## config.mk

```make
export PLATFORM = sky130hd
export DESIGN_NAME = cpu4_ram_ctrl
export DESIGN_NICKNAME = d
export VERILOG_FILES = /design/src/rtl/cpu4_ram_ctrl_pkg.sv /design/src/rtl/cpu4_ram_ctrl_byte_merge.sv /design/src/rtl/cpu4_ram_ctrl.sv
export SDC_FILE = /design/constraint.sdc
export NUM_CORES = 1
export LEC_CHECK = 0
export CORE_ASPECT_RATIO = 1.25
export CORE_MARGIN = 1.5
export CORE_UTILIZATION = 40
export CTS_CLUSTER_DIAMETER = 30
export DETAILED_ROUTE_END_ITERATION = 6
export PLACE_DENSITY = 0.78
export SLEW_MARGIN = 5
export SYNTH_ARGS = -nofsm -noshare
export SYNTH_HDL_FRONTEND = slang
export SYNTH_SLANG_ARGS = --single-unit
```

## constraint.sdc

```tcl
create_clock -name clk -period 1.9 [get_ports clk]
set_clock_uncertainty 0.05 [all_clocks]
set_input_delay 0.38 -clock clk [delete_from_list [all_inputs] [get_ports clk]]
set_output_delay 0.38 -clock clk [all_outputs]
set_load 0.02 [all_outputs]
```

## src/rtl/cpu4_ram_ctrl_pkg.sv

```systemverilog
// Shared cpu4 definitions: controller FSM state encodings and the data-lane count.
package cpu4_ram_ctrl_pkg;

    localparam int CPU4_DATA_W = 32;
    localparam int CPU4_LANES  = CPU4_DATA_W / 8;

    typedef enum logic [2:0] {
        ST_IDLE     = 3'd0,
        ST_RD_ISSUE = 3'd1,
        ST_RD_CAPT  = 3'd2,
        ST_WR_ISSUE = 3'd3,
        ST_RESP     = 3'd4
    } cpu4_state_e;

endpackage

```

## src/rtl/cpu4_ram_ctrl_byte_merge.sv

```systemverilog
// cpu4_byte_merge: combinational lane merge for read-modify-write stores.
// Only compiled when CPU4_RAM_CTRL_BYTE_EN is defined.
`ifdef CPU4_RAM_CTRL_BYTE_EN
module cpu4_byte_merge #(
    parameter int DATA_W = 32
) (
    input  logic [DATA_W-1:0]   old_word,
    input  logic [DATA_W-1:0]   new_word,
    input  logic [DATA_W/8-1:0] mask,
    output logic [DATA_W-1:0]   merged
);

    always_comb begin
        merged = old_word;
        for (int i = 0; i < DATA_W / 8; i++) begin
            if (mask[i]) begin
                merged[8*i +: 8] = new_word[8*i +: 8];
            end
        end
    end

endmodule
`endif

```

## src/rtl/cpu4_ram_ctrl.sv

```systemverilog
// cpu4 RAM initiator: sequences load/store requests onto a single-port RAM with a
// one-cycle registered read. Byte-masked RMW stores exist only with CPU4_RAM_CTRL_BYTE_EN.
module cpu4_ram_ctrl
    import cpu4_ram_ctrl_pkg::*;
#(
    parameter int ADDR_W = 8,
    parameter int DATA_W = CPU4_LANES * 8
) (
    input  logic                clk,
    input  logic                reset,
    input  logic                req_valid,
    output logic                req_ready,
    input  logic                req_write,
    input  logic [ADDR_W-1:0]   req_addr,
    input  logic [DATA_W-1:0]   req_wdata,
    input  logic [DATA_W/8-1:0] req_bmask,
    output logic                rsp_valid,
    input  logic                rsp_ready,
    output logic [DATA_W-1:0]   rsp_rdata,
    output logic [ADDR_W-1:0]   ram_address,
    output logic [DATA_W-1:0]   ram_data,
    output logic                ram_wren,
    input  logic [DATA_W-1:0]   ram_q,
    output cpu4_state_e         dbg_state
);

    // Handshakes: a request transfers on an edge with req_valid && req_ready, a
    // response on an edge with rsp_valid && rsp_ready; both sides hold until then.
    cpu4_state_e         state_q, state_d;
    logic                req_ready_q, req_ready_d;
    logic                rsp_valid_q, rsp_valid_d;
    logic [DATA_W-1:0]   rsp_rdata_q, rsp_rdata_d;
    logic [ADDR_W-1:0]   ram_address_q, ram_address_d;
    logic [DATA_W-1:0]   ram_data_q, ram_data_d;
    logic                ram_wren_q, ram_wren_d;

`ifdef CPU4_RAM_CTRL_BYTE_EN
    logic [DATA_W-1:0]   wdata_q, wdata_d;
    logic [DATA_W/8-1:0] bmask_q, bmask_d;
    logic                pstore_q, pstore_d;
    logic [DATA_W-1:0]   merged;

    cpu4_byte_merge #(.DATA_W(DATA_W)) u_merge (
        .old_word (ram_q),
        .new_word (wdata_q),
        .mask     (bmask_q),
        .merged   (merged)
    );
`else
    logic unused_bmask;
    assign unused_bmask = ^req_bmask;
`endif

    always_comb begin
        state_d       = state_q;
        req_ready_d   = req_ready_q;
        rsp_valid_d   = rsp_valid_q;
        rsp_rdata_d   = rsp_rdata_q;
        ram_address_d = ram_address_q;
        ram_data_d    = ram_data_q;
        ram_wren_d    = ram_wren_q;
`ifdef CPU4_RAM_CTRL_BYTE_EN
        wdata_d  = wdata_q;
        bmask_d  = bmask_q;
        pstore_d = pstore_q;
`endif
        case (state_q)
            ST_IDLE: begin
                if (req_valid && req_ready_q) begin
                    req_ready_d = 1'b0;
                    if (!req_write) begin
                        ram_address_d = req_addr;
                        ram_wren_d    = 1'b0;
`ifdef CPU4_RAM_CTRL_BYTE_EN
                        pstore_d      = 1'b0;
`endif
                        state_d       = ST_RD_ISSUE;
                    end
`ifdef CPU4_RAM_CTRL_BYTE_EN
                    else if (req_bmask == '0) begin
                        rsp_valid_d = 1'b1;
                        state_d     = ST_RESP;
                    end else if (req_bmask != '1) begin
                        // Partial store: fetch the old word first, merge in RD_CAPT.
                        ram_address_d = req_addr;
                        ram_wren_d    = 1'b0;
                        wdata_d       = req_wdata;
                        bmask_d       = req_bmask;
                        pstore_d      = 1'b1;
                        state_d       = ST_RD_ISSUE;
                    end
`endif
                    else begin
                        ram_address_d = req_addr;
                        ram_data_d    = req_wdata;
                        ram_wren_d    = 1'b1;
                        state_d       = ST_WR_ISSUE;
                    end
                end
            end
            ST_RD_ISSUE: begin
                state_d = ST_RD_CAPT;
            end
            ST_RD_CAPT: begin
`ifdef CPU4_RAM_CTRL_BYTE_EN
                if (pstore_q) begin
                    ram_data_d = merged;
                    ram_wren_d = 1'b1;
                    state_d    = ST_WR_ISSUE;
                end else begin
                    rsp_rdata_d = ram_q;
                    rsp_valid_d = 1'b1;
                    state_d     = ST_RESP;
                end
`else
                rsp_rdata_d = ram_q;
                rsp_valid_d = 1'b1;
                state_d     = ST_RESP;
`endif
            end
            ST_WR_ISSUE: begin
                ram_wren_d  = 1'b0;
                rsp_valid_d = 1'b1;
                state_d     = ST_RESP;
            end
            ST_RESP: begin
                if (rsp_ready) begin
                    rsp_valid_d = 1'b0;
                    req_ready_d = 1'b1;
                    state_d     = ST_IDLE;
                end
            end
            default: begin
                state_d     = ST_IDLE;
                req_ready_d = 1'b1;
                rsp_valid_d = 1'b0;
                ram_wren_d  = 1'b0;
            end
        endcase
    end

    always_ff @(posedge clk) begin
        if (reset) begin
            state_q       <= ST_IDLE;
            req_ready_q   <= 1'b1;
            rsp_valid_q   <= 1'b0;
            rsp_rdata_q   <= '0;
            ram_address_q <= '0;
            ram_data_q    <= '0;
            ram_wren_q    <= 1'b0;
        end else begin
            state_q       <= state_d;
            req_ready_q   <= req_ready_d;
            rsp_valid_q   <= rsp_valid_d;
            rsp_rdata_q   <= rsp_rdata_d;
            ram_address_q <= ram_address_d;
            ram_data_q    <= ram_data_d;
            ram_wren_q    <= ram_wren_d;
        end
    end

`ifdef CPU4_RAM_CTRL_BYTE_EN
    always_ff @(posedge clk) begin
        if (reset) begin
            wdata_q  <= '0;
            bmask_q  <= '0;
            pstore_q <= 1'b0;
        end else begin
            wdata_q  <= wdata_d;
            bmask_q  <= bmask_d;
            pstore_q <= pstore_d;
        end
    end
`endif

    assign req_ready   = req_ready_q;
    assign rsp_valid   = rsp_valid_q;
    assign rsp_rdata   = rsp_rdata_q;
    assign ram_address = ram_address_q;
    assign ram_data    = ram_data_q;
    assign ram_wren    = ram_wren_q;
    assign dbg_state   = state_q;

endmodule
```

==> Word-level counts from Yosys, hierarchy flattened <==
Index checks and enable logic that the tools add are counted.
{ "word_totals": {"ff_bits": 78, "inputBits": 81} }
{ "op_classes": {"muxes": 12, "n_eq_ne": 6, "n_reduce_logical": 12, "bitwise": 3} }
{ "ops": {"columns": ["cell", "n"], "rows": [
  ["3-bit one-hot mux with 4 select lines", 1],
  ["2-bit AND reduction", 4],
  ["3-bit by 2-bit equality test with 1-bit output, second input constant", 2],
  ["3-bit two-way mux", 2],
  ["1-bit one-hot mux with 3 select lines", 2],
  ["3-bit AND reduction", 2],
  ["3-bit OR reduction", 2],
  ["1-bit two-way mux", 5],
  ["2-bit inequality test, second input constant", 2],
  ["2-bit OR reduction", 2],
  ["3-bit by 1-bit equality test with 1-bit output, second input constant", 1],
  ["3-bit equality test, second input constant", 1],
  ["3-bit zero test", 1],
  ["1-bit NOT", 3],
  ["2-bit two-way mux", 1],
  ["1-bit one-hot mux with 2 select lines", 1],
  ["1-bit logical AND", 1]
]} }

==> Longest topological paths before layout <==
{ "logic_depth": {"ltp_word": 4, "mapped_depth": 6} }

==> Worst setup path before layout <==
OpenSTA, ideal clock, no wires.
{ "synth_path": {"path_type": "flip-flop to flip-flop", "start": "register state_q[2], in the netlist dbg_state[2]", "end": "register ram_data_q[10], in the netlist ram_data[10]", "path_stages_with_launch": 5, "required_ps": 1778, "slack_ps": 425, "arrival_ps": 1353, "path_cell_list": "dfxtp_1 -> buf_6 -> nor4_4 -> buf_6 -> mux2i_1"} }
{ "synth_between": {"elab_chain_len": 2} }
{ "synth_lines": {"columns": ["element", "line_no", "rtl"], "rows": [
  ["start, declared", "cpu4_ram_ctrl.sv:29", "cpu4_state_e state_q, state_d;"],
  ["start signal, assigned", "cpu4_ram_ctrl.sv:152", "state_q <= state_d;"],
  ["3-bit zero test", "cpu4_ram_ctrl.sv:67", "case (state_q)"],
  ["3-bit AND reduction (no line)", null, null],
  ["end signal, assigned", "cpu4_ram_ctrl.sv:157", "ram_data_q <= ram_data_d;"],
  ["end, declared", "cpu4_ram_ctrl.sv:34", "logic [DATA_W-1:0] ram_data_q, ram_data_d;"]
]} }
Every way passes these cells.
A chain may end at the register's enable or synchronous reset.

==> Worst setup path after layout <==
{ "layout_path": {"start": "register req_ready_q, in the netlist req_ready", "end": "output req_ready"} }
{ "layout_lines": {"columns": ["element", "line_no", "rtl"], "rows": [
  ["start, declared", "cpu4_ram_ctrl.sv:30", "logic req_ready_q, req_ready_d;"],
  ["start signal, assigned", "cpu4_ram_ctrl.sv:153", "req_ready_q <= req_ready_d;"],
  ["end, declared", "cpu4_ram_ctrl.sv:12", "output logic req_ready,"]
]} }
No word-level cell between the ends.

==> flow_summary.ini <==
[setup_path]
crit_required_ns = 1.47
crit_path_end_kind = primary output
crit_path_start_kind = register
path_class = register to primary output
critical_path.cell_chain = clkdlybuf4s50_1
slowest_stage = clkdlybuf4s50_1
cp_data_arrival_time_ns = 1.36
path_buf_inv = 1
cp_max_fo = 4
critPathMaxStageDelay_ns = 0.63
crit_family = buffers and inverters

[synthesis]
synthFlopType = dfxtp_1
synth_commonest_cells = nand2b_1 (81), dfxtp_1 (78), nand2_1 (67), mux2i_1 (42), a21oi_1 (32)
synth-async-reset-ratio_pct = 0
yosys.area.top_type = dfxtp_1
synth_area_mm2 = 0.00322
yosysTopAreaCellShare_pct = 48.4
synthTopCellsByArea = dfxtp_1 (48%), nand2b_1 (16%), mux2i_1 (13%)
avgSynthCellArea_um2 = 9.35
synth_seq_cells = 78
yosysMostFrequentCell = nand2b_1
synthDistinctLibCells = 23
syn_inst = 345
synth_fp_nets = 426
synth_warnings = 0
synth_seq_area_share_pct = 48.4
synth-edff-count = 0

[cells_and_area]
final-seq-area_mm2 = 0.00156
drive_above_1_share_pct = 5.63
final_cell_area_mm2 = 0.00495
syn2layout_area_growth_pct = 53.7
final_nets = 574
fill_cells = 656
multi_input_comb_area_mm2 = 0.00148
n_antenna_cell = 0

[grt]
grt_use_total_pct = 17.4
gr-total-overflow = 0
antenna_found_initial = 0
grt_pass1_vias = 2733
grt_pass1_wl_um = 12000
grt_max_degree = 64

[timing]
slew_violations = 0
holdWs_ns = 0.328
tightestPinTransition_ns = 0.319
setup_viol = 0
period_needed_ns = 1.79
setup_tns_ns = 0
relSlewSlack_pct = 78.2
hold_viol = 0
max_freq_ghz = 0.559
fin_crit_sh_pct = 94.1
grt_setup_unrepaired = no

[route]
post-route-drc-count = 0
wire_per_inst_um = 12.6
avgViaCountPerCell = 4.67
wl_um = 7450
drt_iter0_drc = 78
dr.pass1.iters = 4
ant_nets = 0
num_vias = 2765

[placement]
place.gp.congestion = 0.768
port_buffers = 154
dp_hpwl_um = 5280
place_area_mm2 = 0.00480

[clock_network]
cts_sinks = 78
cts-buffers-inserted = 9
cts_setup_buffers = 0
cts.reportedPaths.clkPinSlew_ns = 0.07
cts_tree = built
clockRootBuffer = clkbuf_8
clock_latency_ns = 0.34
postCtsHoldBufs = 0
htreeDepth = 3
clock_path_buffers = 2

[pwr]
power_mw = 3.63
combPwrFrac_pct = 22.5
ir_worst_vdd_mv = 0.463
p_int_mw = 2.64
power_density_mw_per_mm2 = 733
seq_power_share_pct = 49.2
p_switching_uw = 991
p_clk_share_pct = 28.3
p_leak_nw = 1.76
swShare_pct = 27.3

[run_status]
status = completed

[die]
core_mm2 = 0.00779
ios = 159
dieArea_mm2 = 0.00861
start_util_pct = 41.4
rows = 36
die_w_um = 83.3
die_h_um = 103

[worst_hold_path]
hp-class = input port to register

[flow_run]
drv_cap = 0
[flip-flops by register name, indices dropped and copies added (netlist names)]
register     count
dbg_state        3
req_ready        1
ram_address      8
rsp_valid        1
rsp_rdata       32
ram_data        32
ram_wren         1
[final cells by class]
| type | count | area share, % |
|---|---|---|
| clock buffer | 10 | 2.58 |
| clock inverter | 5 | 0.556 |
| inverter | 1 | 0.0758 |
| multi-input combinational | 239 | 29.8 |
| sequential | 78 | 31.5 |
| tap | 95 | 2.40 |
| timing repair buffer | 164 | 33.1 |
[power groups by stage]
| stage | Combinational (mW) | Sequential [mW] | Clock, mW |
|---|---|---|---|
| 3_5_place_dp | 0.825 | 1.82 | 0 |
| 6_report | 0.816 | 1.79 | 1.03 |
| 5_1_grt | 0.877 | 1.80 | 1.13 |
| 3_3_place_gp | 0.814 | 1.82 | 0 |
| 4_1_cts | 0.827 | 1.79 | 1.07 |
| 2_1_floorplan | 0.309 | 1.94 | 0 |
[through the flow]
step,worst slack (ns),utilization [%],cells
2_1_floorplan,0.425,-,345
3_3_place_gp,0.0604,61.6,577
3_5_place_dp,0.00512,61.6,577
4_1_cts,0.0311,63.6,592
5_1_grt,0.0748,63.6,592
6_report,0.112,63.6,592
[placed cells by master, fill, tap and decap left out]
| master | n |
|---|---|
| a2111oi_0 | 1 |
| a21oi_1 | 32 |
| buf_12 | 2 |
| buf_2 | 1 |
| or3b_1 | 1 |
| nor4_2 | 1 |
| nand3_1 | 2 |
| inv_1 | 1 |
| nor2_1 | 3 |
| nor3b_4 | 1 |
| dfxtp_1 | 78 |
| nor3_1 | 2 |
| clkinvlp_4 | 1 |
| clkdlybuf4s50_1 | 152 |
| nand4b_1 | 1 |
| clkinv_2 | 4 |
| nand2_1 | 67 |
| clkbuf_8 | 9 |
| nor2b_1 | 2 |
| nand2b_1 | 81 |
| dlymetal6s2s_1 | 1 |
| nor4_4 | 1 |
| buf_4 | 8 |
| clkbuf_1 | 1 |
| o21ai_0 | 1 |
| a311o_1 | 1 |
| mux2i_1 | 42 |
[layer usage]
layer  track usage, %  part of all wire (%)  up-vias
met1             19.5                    42     1230
met4             8.85                   1.8        0
met5                0                     0        -
li1                 -                     -     1408
met3             6.75                    11       10
met2             29.2                    45      117
[cells by family (layout without fill, tap and decap cells)]
| group | count (synthesis) | in the layout | synth area share (%) |
|---|---|---|---|
| compound gates | 35 | 35 | 5.70 |
| buf+inv | 28 | 180 | 5.98 |
| flops | 78 | 78 | 48.4 |
| mux | 42 | 42 | 13.0 |
| simple gates | 162 | 162 | 26.9 |
[worst paths after layout]
kind | from | endpoint | slack (ns) | depth (start not counted)
setup / recovery | req_ready | req_ready | 0.11 | 1
hold / removal | reset | dbg_state[0] | 0.33 | 2
setup reg to reg | dbg_state[1] | ram_data[16] | 0.42 | 4
hold reg to reg | rsp_rdata[20] | rsp_rdata[20] | 0.40 | 2
[timing repair]
action	4_1_cts	5_1_grt
hold endpoints to repair	0	0
gates resized for setup	0	1
endpoints found under the setup margin	0	1
No activity file was read; power rests on OpenSTA's default activity.
